### config.mk
export PLATFORM = sky130hd
export DESIGN_NAME = uvmt_cv32e40x_pma_lookup_arbiter
export DESIGN_NICKNAME = d
export VERILOG_FILES = /design/src/rtl/uvmt_cv32e40x_pma_lookup_arbiter.sv
export SDC_FILE = /design/constraint.sdc
export NUM_CORES = 1
export LEC_CHECK = 0
export CAP_MARGIN = 20
export CORE_UTILIZATION = 49
export DETAILED_ROUTE_END_ITERATION = 12
export PLACE_DENSITY_LB_ADDON = 0.05
export SETUP_SLACK_MARGIN = 0.02
export SYNTH_ARGS = -nofsm -noshare
export SYNTH_HDL_FRONTEND = slang
export SYNTH_SLANG_ARGS = --single-unit
### constraint.sdc
create_clock -name clk -period 2.9 [get_ports clk]
set_input_delay 0.58 -clock clk [delete_from_list [all_inputs] [get_ports clk]]
set_output_delay 0.58 -clock clk [all_outputs]
set_load 0.03 [all_outputs]
### src/rtl/uvmt_cv32e40x_pma_lookup_arbiter.sv
// ---------------------------------------------------------------------------
// uvmt_cv32e40x_pma_lookup_arbiter
//
// Arbitrates between an instruction-side and a data-side requester for a
// single shared combinational PMA model. One request is served at a time:
// it is granted in IDLE, looked up in LOOK1 (and LOOK2 for a misaligned
// data access that spills into the next word), and reported in RESP until
// the consumer accepts the response.
//
// Ports:
//   clk, rst                  clock, asynchronous active-high reset
//   i_req_*                   instruction-side request (valid/ready, addr, dbg)
//   d_req_*                   data-side request (valid/ready, addr, dbg, load,
//                             misaligned, pushpop)
//   pma_*_o                   lookup drive to the shared PMA model
//   pma_allow_i, pma_main_i   same-cycle PMA model result
//   rsp_*                     response (valid/ready, owner, merged allow/main,
//                             split flag)
// ---------------------------------------------------------------------------
module uvmt_cv32e40x_pma_lookup_arbiter (
  input  logic        clk,
  input  logic        rst,
  input  logic        i_req_valid,
  output logic        i_req_ready,
  input  logic [31:0] i_req_addr,
  input  logic        i_req_dbg,
  input  logic        d_req_valid,
  output logic        d_req_ready,
  input  logic [31:0] d_req_addr,
  input  logic        d_req_dbg,
  input  logic        d_req_load,
  input  logic        d_req_misaligned,
  input  logic        d_req_pushpop,
  output logic [31:0] pma_addr_o,
  output logic        pma_dbg_o,
  output logic        pma_load_o,
  output logic        pma_misaligned_o,
  output logic        pma_pushpop_o,
  output logic        pma_is_instr_o,
  input  logic        pma_allow_i,
  input  logic        pma_main_i,
  output logic        rsp_valid_o,
  input  logic        rsp_ready_i,
  output logic        rsp_is_instr_o,
  output logic        rsp_allow_o,
  output logic        rsp_main_o,
  output logic        rsp_split_o
);

  typedef enum logic [1:0] {IDLE, LOOK1, LOOK2, RESP} state_t;

  state_t      state;
  logic        last_data;
  logic [31:0] addr_q;
  logic        dbg_q;
  logic        load_q;
  logic        mis_q;
  logic        pushpop_q;
  logic        is_instr_q;
  logic        allow_q;
  logic        main_q;

  logic        grant_instr;
  logic        grant_data;
  logic        need_split;
  logic [31:0] next_word_addr;

  // Round-robin grant: on a tie the side not served last wins. Readies are
  // combinational so the handshake completes in the IDLE cycle itself, and
  // they are held low while reset is asserted.
  always_comb begin
    grant_instr    = 1'b0;
    grant_data     = 1'b0;
    need_split     = 1'b0;
    next_word_addr = 32'd0;
    if (state == IDLE && !rst) begin
      grant_instr = i_req_valid && (!d_req_valid || last_data);
      grant_data  = d_req_valid && (!i_req_valid || !last_data);
    end
    // A misaligned data access with a non-zero byte offset crosses into the
    // following word, which needs its own lookup; the add wraps at 2^32.
    need_split     = !is_instr_q && mis_q && (addr_q[1:0] != 2'b00);
    next_word_addr = {addr_q[31:2], 2'b00} + 32'd4;
  end

  assign i_req_ready = grant_instr;
  assign d_req_ready = grant_data;

  // Main FSM. The PMA drive and the response are registered outputs that are
  // loaded on entry to the state that presents them and cleared on exit.
  always_ff @(posedge clk or posedge rst) begin
    if (rst) begin
      state            <= IDLE;
      last_data        <= 1'b1;
      addr_q           <= 32'd0;
      dbg_q            <= 1'b0;
      load_q           <= 1'b0;
      mis_q            <= 1'b0;
      pushpop_q        <= 1'b0;
      is_instr_q       <= 1'b0;
      allow_q          <= 1'b0;
      main_q           <= 1'b0;
      pma_addr_o       <= 32'd0;
      pma_dbg_o        <= 1'b0;
      pma_load_o       <= 1'b0;
      pma_misaligned_o <= 1'b0;
      pma_pushpop_o    <= 1'b0;
      pma_is_instr_o   <= 1'b0;
      rsp_valid_o      <= 1'b0;
      rsp_is_instr_o   <= 1'b0;
      rsp_allow_o      <= 1'b0;
      rsp_main_o       <= 1'b0;
      rsp_split_o      <= 1'b0;
    end else begin
      case (state)
        IDLE: begin
          if (grant_instr) begin
            // Instruction fetches never carry data-side attributes.
            addr_q           <= i_req_addr;
            dbg_q            <= i_req_dbg;
            load_q           <= 1'b0;
            mis_q            <= 1'b0;
            pushpop_q        <= 1'b0;
            is_instr_q       <= 1'b1;
            last_data        <= 1'b0;
            pma_addr_o       <= i_req_addr;
            pma_dbg_o        <= i_req_dbg;
            pma_load_o       <= 1'b0;
            pma_misaligned_o <= 1'b0;
            pma_pushpop_o    <= 1'b0;
            pma_is_instr_o   <= 1'b1;
            state            <= LOOK1;
          end else if (grant_data) begin
            addr_q           <= d_req_addr;
            dbg_q            <= d_req_dbg;
            load_q           <= d_req_load;
            mis_q            <= d_req_misaligned;
            pushpop_q        <= d_req_pushpop;
            is_instr_q       <= 1'b0;
            last_data        <= 1'b1;
            pma_addr_o       <= d_req_addr;
            pma_dbg_o        <= d_req_dbg;
            pma_load_o       <= d_req_load;
            pma_misaligned_o <= d_req_misaligned;
            pma_pushpop_o    <= d_req_pushpop;
            pma_is_instr_o   <= 1'b0;
            state            <= LOOK1;
          end
        end
        LOOK1: begin
          allow_q <= pma_allow_i;
          main_q  <= pma_main_i;
          if (need_split) begin
            pma_addr_o <= next_word_addr;
            state      <= LOOK2;
          end else begin
            rsp_valid_o      <= 1'b1;
            rsp_is_instr_o   <= is_instr_q;
            rsp_allow_o      <= pma_allow_i;
            rsp_main_o       <= pma_main_i;
            rsp_split_o      <= 1'b0;
            pma_addr_o       <= 32'd0;
            pma_dbg_o        <= 1'b0;
            pma_load_o       <= 1'b0;
            pma_misaligned_o <= 1'b0;
            pma_pushpop_o    <= 1'b0;
            pma_is_instr_o   <= 1'b0;
            state            <= RESP;
          end
        end
        LOOK2: begin
          // Both words must be allowed / main for the access as a whole.
          rsp_valid_o      <= 1'b1;
          rsp_is_instr_o   <= is_instr_q;
          rsp_allow_o      <= allow_q & pma_allow_i;
          rsp_main_o       <= main_q & pma_main_i;
          rsp_split_o      <= 1'b1;
          pma_addr_o       <= 32'd0;
          pma_dbg_o        <= 1'b0;
          pma_load_o       <= 1'b0;
          pma_misaligned_o <= 1'b0;
          pma_pushpop_o    <= 1'b0;
          pma_is_instr_o   <= 1'b0;
          state            <= RESP;
        end
        RESP: begin
          if (rsp_ready_i) begin
            rsp_valid_o    <= 1'b0;
            rsp_is_instr_o <= 1'b0;
            rsp_allow_o    <= 1'b0;
            rsp_main_o     <= 1'b0;
            rsp_split_o    <= 1'b0;
            state          <= IDLE;
          end
        end
        default: state <= IDLE;
      endcase
    end
  end

endmodule

After elaboration in Yosys (flattened, before gate mapping)
Index checks and enable logic that the tools add are counted.
Word-level totals
  register bits: 81
  input port bits: 76
  output and inout bits: 44
  logic and storage cells: 88
Operators by class
  $add $sub $neg: 1
  equality and inequality tests: 6
  mux-type cells: 39
  bitwise logic cells: 2
  reductions and logical operators: 22
Operator list (number)
  32-bit 2-to-1 mux: 3
  32-bit one-hot mux with 3 select lines: 1
  32-bit by 3-bit adder with 32-bit output (second input constant): 1
  1-bit one-hot mux with 3 select lines: 10
  1-bit 2-to-1 mux: 21
  2-bit one-hot mux with 4 select lines: 1
  2-bit 2-to-1 mux: 3
  2-bit AND reduction: 3
  3-bit AND reduction: 2
  3-bit nonzero test: 2
  1-bit logical AND: 5
  1-bit logical NOT: 5
  2-bit == test (second input constant): 2
  2-bit inequality test (second input constant): 2
  2-bit nonzero test: 2
  3-bit inequality test (second input constant): 1
  1-bit bitwise AND: 2
  2-bit by 1-bit == test with 1-bit output (second input constant): 1
  2-bit logical NOT: 1
  1-bit logical OR: 2

Depth between registers and ports, before layout
  word-level depth: 7
  depth in mapped cells: 9
  gate-level depth less buffers: 8

Least setup slack after synthesis
OpenSTA, ideal clock, no wires.
  kind: flip-flop to output port
  start: register state[0]
  end: output i_req_ready
  arrival time: 1873 ps
  data required time: 2320 ps
  setup slack: 447 ps
  cell stages (with the launch flop): 8
  path buffers: 2
  path through: dfrtp_1 -> inv_1 -> ha_1 -> nor2b_1 -> nand3_1 -> inv_2 -> buf_2 -> buf_1
Between the ends
  cells in the longest elaborated chain, start to end: 3
RTL lines
  start, declared: RTL line 52  | state_t state;
  start signal, assigned: RTL line 93  | state <= IDLE;
  start signal, assigned: RTL line 132  | state <= LOOK1;
  start signal, assigned: RTL line 147  | state <= LOOK1;
  2-bit logical NOT: RTL line 76  | if (state == IDLE && !rst) begin
  1-bit logical AND: RTL line 76
  1-bit 2-to-1 mux: RTL line 76
  end, declared: RTL line 24  | output logic i_req_ready,
Every way passes these cells.

Worst setup path in the final report
Same ends and word-level chain as after synthesis.

==> key figures <==
Placement
  – PortBufs: 119
  – Placed cell count: just under 700
  – DP Worst Slack: ~460 ps
  – Post-DP HPWL: 8660 um
  – GP Congestion: 0.842
  – Placed inst area: slightly below 0.006 mm^2

Worst setup path
  – Element type at the critical path end: output port
  – Setup crit start kind: flip-flop
  – Crit Path Category: flip-flop to output port
  – WP buf/inv: 3
  – CP peak stage delay: a little over 400 ps
  – Worst EP required: between 2000 and 2500 ps
  – Slowest cell on the critical path: dfrtp_1
  – Crit path max fanout: 6
  – WP data arrival: just under 2000 ps
  – Crit-path cells: inv_1 > ha_1 > nor2b_1 > nand3_1 > inv_2 > buf_4
  – Delay-heaviest family, CP: buffers and inverters

Timing
  – Max Clock Freq: just under 0.4 GHz
  – Clk_skew: 12.7 ps
  – Tmin final: about 2500 ps
  – # setup viols final: 0
  – Slew HR: around 60%
  – Final TNS setup: 0 ps
  – Hold Fails Final Rpt: 0
  – Worst-Margin Slew: ~590 ps
  – Worst setup margin: 379 ps
  – Tcrit/Tclk final: 86.9%
  – RSZ-0062 raised after global routing: false
  – Max-slew violations: 0

Route
  – WL/cell: between 15 and 20 um
  – DR vias: 4,042
  – Via-to-Cell Ratio: 5.86
  – Post-Route WL: roughly 12,000 um
  – Pre-antenna DRT Iters: 8
  – Post-route DRC violation count: 10
  – Drt first-iter violations: between 100 and 150
  – Antenna-violating nets left: 0

Yosys
  – Main synth FF type: dfrtp_1
  – Largest cells by area after synthesis: dfrtp_1 44%, mux2i_1 11%, nand2_1 5.5%
  – Ys Warns: 0
  – Ys async rst share: 100%
  – Yosys cell types: 48
  – Syn Area/Cell: 9.94 um^2
  – Syn_nets: roughly 540
  – Leading area contributor after synthesis: dfrtp_1
  – Synthesized instance count: 457
  – Post-synth EDFFs: 0
  – Seq/Total Area, Yosys: approximately 45%
  – Synth Cell Area: about 0.0045 mm^2
  – Top-area cell type share of the netlist area: ~44%
  – Yosys reg bits: 81

Power
  – P_leak: approximately 0.0024 uW
  – PD cells: about 1000 mW/mm^2
  – VDD IR max: between 0.5 and 0.6 mV

Die
  – Starting Density: about half
  – Core footprint: approximately 0.009 mm^2
  – Die width: 98.3 um
  – Die Y: slightly below 100 um
  – I/O pin total: 120
  – DIE AREA: a little under 0.01 mm^2
  – Row cnt: 34

Clock network
  – Clock Tree Root: clkbuf_8
  – Total CTS buffers: 9
  – Clock Path Buffers: 2
  – Post_cts resized: 0
  – Clock Sinks: 81
  – Skew-Pair Late Insertion Delay: 350 ps
  – CTS H-tree lvls: 3
  – Cts hold-fix bufs: 0
  – CTS tree: yes
  – Clk pin slew, worst setup/hold paths: approximately 90 ps
  – Setup bufs post-CTS: 0

Outcome
  – Violated checks: design-rule violations
  – Status: complete, but fails checks

Job
  – Max capacitance violation total: 0

Global routing
  – Global route total overflow: 0
  – Initial antenna violation count: 0
  – Overall routing resource usage: approximately 26%
  – First-pass GRT wire length: between 15,000 and 20,000 um
  – Vias in the first global route: 3,967
  – Largest net degree at the start of global routing: 36

Finish
  – Ant diodes: 0
  – Share of cells above drive strength 1: 8.42%
  – Cell area after layout: approximately 0.006 mm^2
  – Area Overhead vs Synth: 33.8%
  – Final std cells w/o fill: 690
  – # nets final: roughly 660
  – Final Core Density: roughly 69%
  – FILL cells: about 730
  – Regs by FF count: addr_q: 32 flops, pma_addr_o: 32 flops, state: 2 flops

Hold path
  – Min-delay worst type: flip-flop to flip-flop
## metal layers
| metal | global-route usage (%) | vias up | share of wire [%] |
|---|---|---|---|
| met5 | 0 | - | 0 |
| met4 | 8.15 | 0 | 1.2 |
| met3 | 4.22 | 11 | 5.1 |
| met2 | 41.0 | 115 | 47 |
| met1 | 36.6 | 1999 | 47 |
| li1 | - | 1917 | - |
## cell usage in the layout, fill, tap and decap left out, drive strengths merged, types with 4 or more instances in the layout
| master | n |
|---|---|
| clkdlybuf4s50 | 117 |
| dfrtp | 80 |
| nand2 | 67 |
| mux2i | 50 |
| o21ai | 48 |
| o221ai | 23 |
| buf | 16 |
| o21a | 14 |
| xor2 | 13 |
| inv | 12 |
| nand4 | 12 |
| nor2 | 11 |
| nand3 | 10 |
| clkbuf | 10 |
| a21boi | 9 |
| xnor2 | 9 |
| and3 | 9 |
| a21oi | 9 |
| o31ai | 6 |
| ha | 6 |
| nand2b | 5 |
| nor3 | 4 |
| mux2 | 4 |
| o22a | 4 |
| clkinvlp | 4 |
| and4 | 4 |
## per-stage QoR
step	total power (uW)	hold WS [ps]
6_report	6090	494
2_1_floorplan	4150	472
5_1_grt	6510	507
3_3_place_gp	5180	462
4_1_cts	6110	498
3_5_place_dp	5270	479
## synth_stat cells (3+ instances only)
| cell type | count |
|---|---|
| a21boi_0 | 9 |
| and4_1 | 3 |
| nor3_1 | 4 |
| buf_2 | 8 |
| o31ai_1 | 6 |
| xnor2_1 | 9 |
| inv_1 | 12 |
| and2_1 | 3 |
| mux2_2 | 4 |
| nor2_1 | 11 |
| o21a_1 | 14 |
| o22a_1 | 4 |
| nand2_1 | 67 |
| and3_1 | 7 |
| a21oi_1 | 8 |
| o41ai_1 | 3 |
| ha_1 | 6 |
| nand3_1 | 10 |
| nand4_1 | 10 |
| o21ai_0 | 48 |
| dfrtp_1 | 80 |
| mux2i_1 | 50 |
| nand2b_1 | 5 |
| o221ai_1 | 23 |
| xor2_1 | 13 |
| clkbuf_1 | 12 |
## cells by family (layout without fill, tap and decap cells)
| family | Yosys count | after routing | synth area share [%] |
|---|---|---|---|
| AOI/OAI and AO/OA | 126 | 126 | 18.9 |
| xor gates and xnor gates | 22 | 22 | 4.24 |
| adders and majority gates | 6 | 6 | 1.65 |
| buffers and inverters | 37 | 162 | 3.69 |
| DFF | 81 | 81 | 44.7 |
| muxes | 54 | 54 | 12.0 |
| and+or+nand+nor | 131 | 131 | 14.8 |
## worst register-to-register path, cell delays in order, from the launching register on
cell,delay [ps]
dfrtp_1,410
inv_1,150
ha_1,280
nor2b_1,250
nand3_1,160
inv_2,150
buf_4,280
mux2i_1,250
o221ai_1,130
o21a_1,130
## final cells by class
| type | instances | area [um^2] | area share (%) |
|---|---|---|---|
| clock buffers | 10 | 128 | 2.10 |
| clock inverters | 6 | 68.8 | 1.13 |
| inverters | 13 | 50.0 | 0.823 |
| multi-input cells | 339 | 2360 | 38.9 |
| flip-flops and latches | 81 | 2030 | 33.4 |
| well taps | 108 | 135 | 2.22 |
| repair buffers | 133 | 1300 | 21.4 |
## worst paths after layout
check / end / slack (ps) / depth (start not counted) / from
setup / recovery: i_req_ready / 380 / 6 / state[0]$_DFFE_PP0P_
hold / removal: pma_addr_o[6]$_DFFE_PP0P_ / 490 / 1 / pma_addr_o[6]$_DFFE_PP0P_
setup reg to reg: pma_addr_o[10]$_DFFE_PP0P_ / 600 / 9 / state[0]$_DFFE_PP0P_
hold reg to reg: pma_addr_o[6]$_DFFE_PP0P_ / 490 / 1 / pma_addr_o[6]$_DFFE_PP0P_
max in group asynchronous: addr_q[27]$_DFFE_PP0P_ / 1600 / 3 / rst
min in group asynchronous: addr_q[22]$_DFFE_PP0P_ / 650 / 2 / rst
## power by group
group          internal [uW]  total, uW  switching [uW]
registers               1670       2140             474
clock network            399        831             432
logic                   1380       3120            1740
No activity file was read; power rests on OpenSTA's default activity.
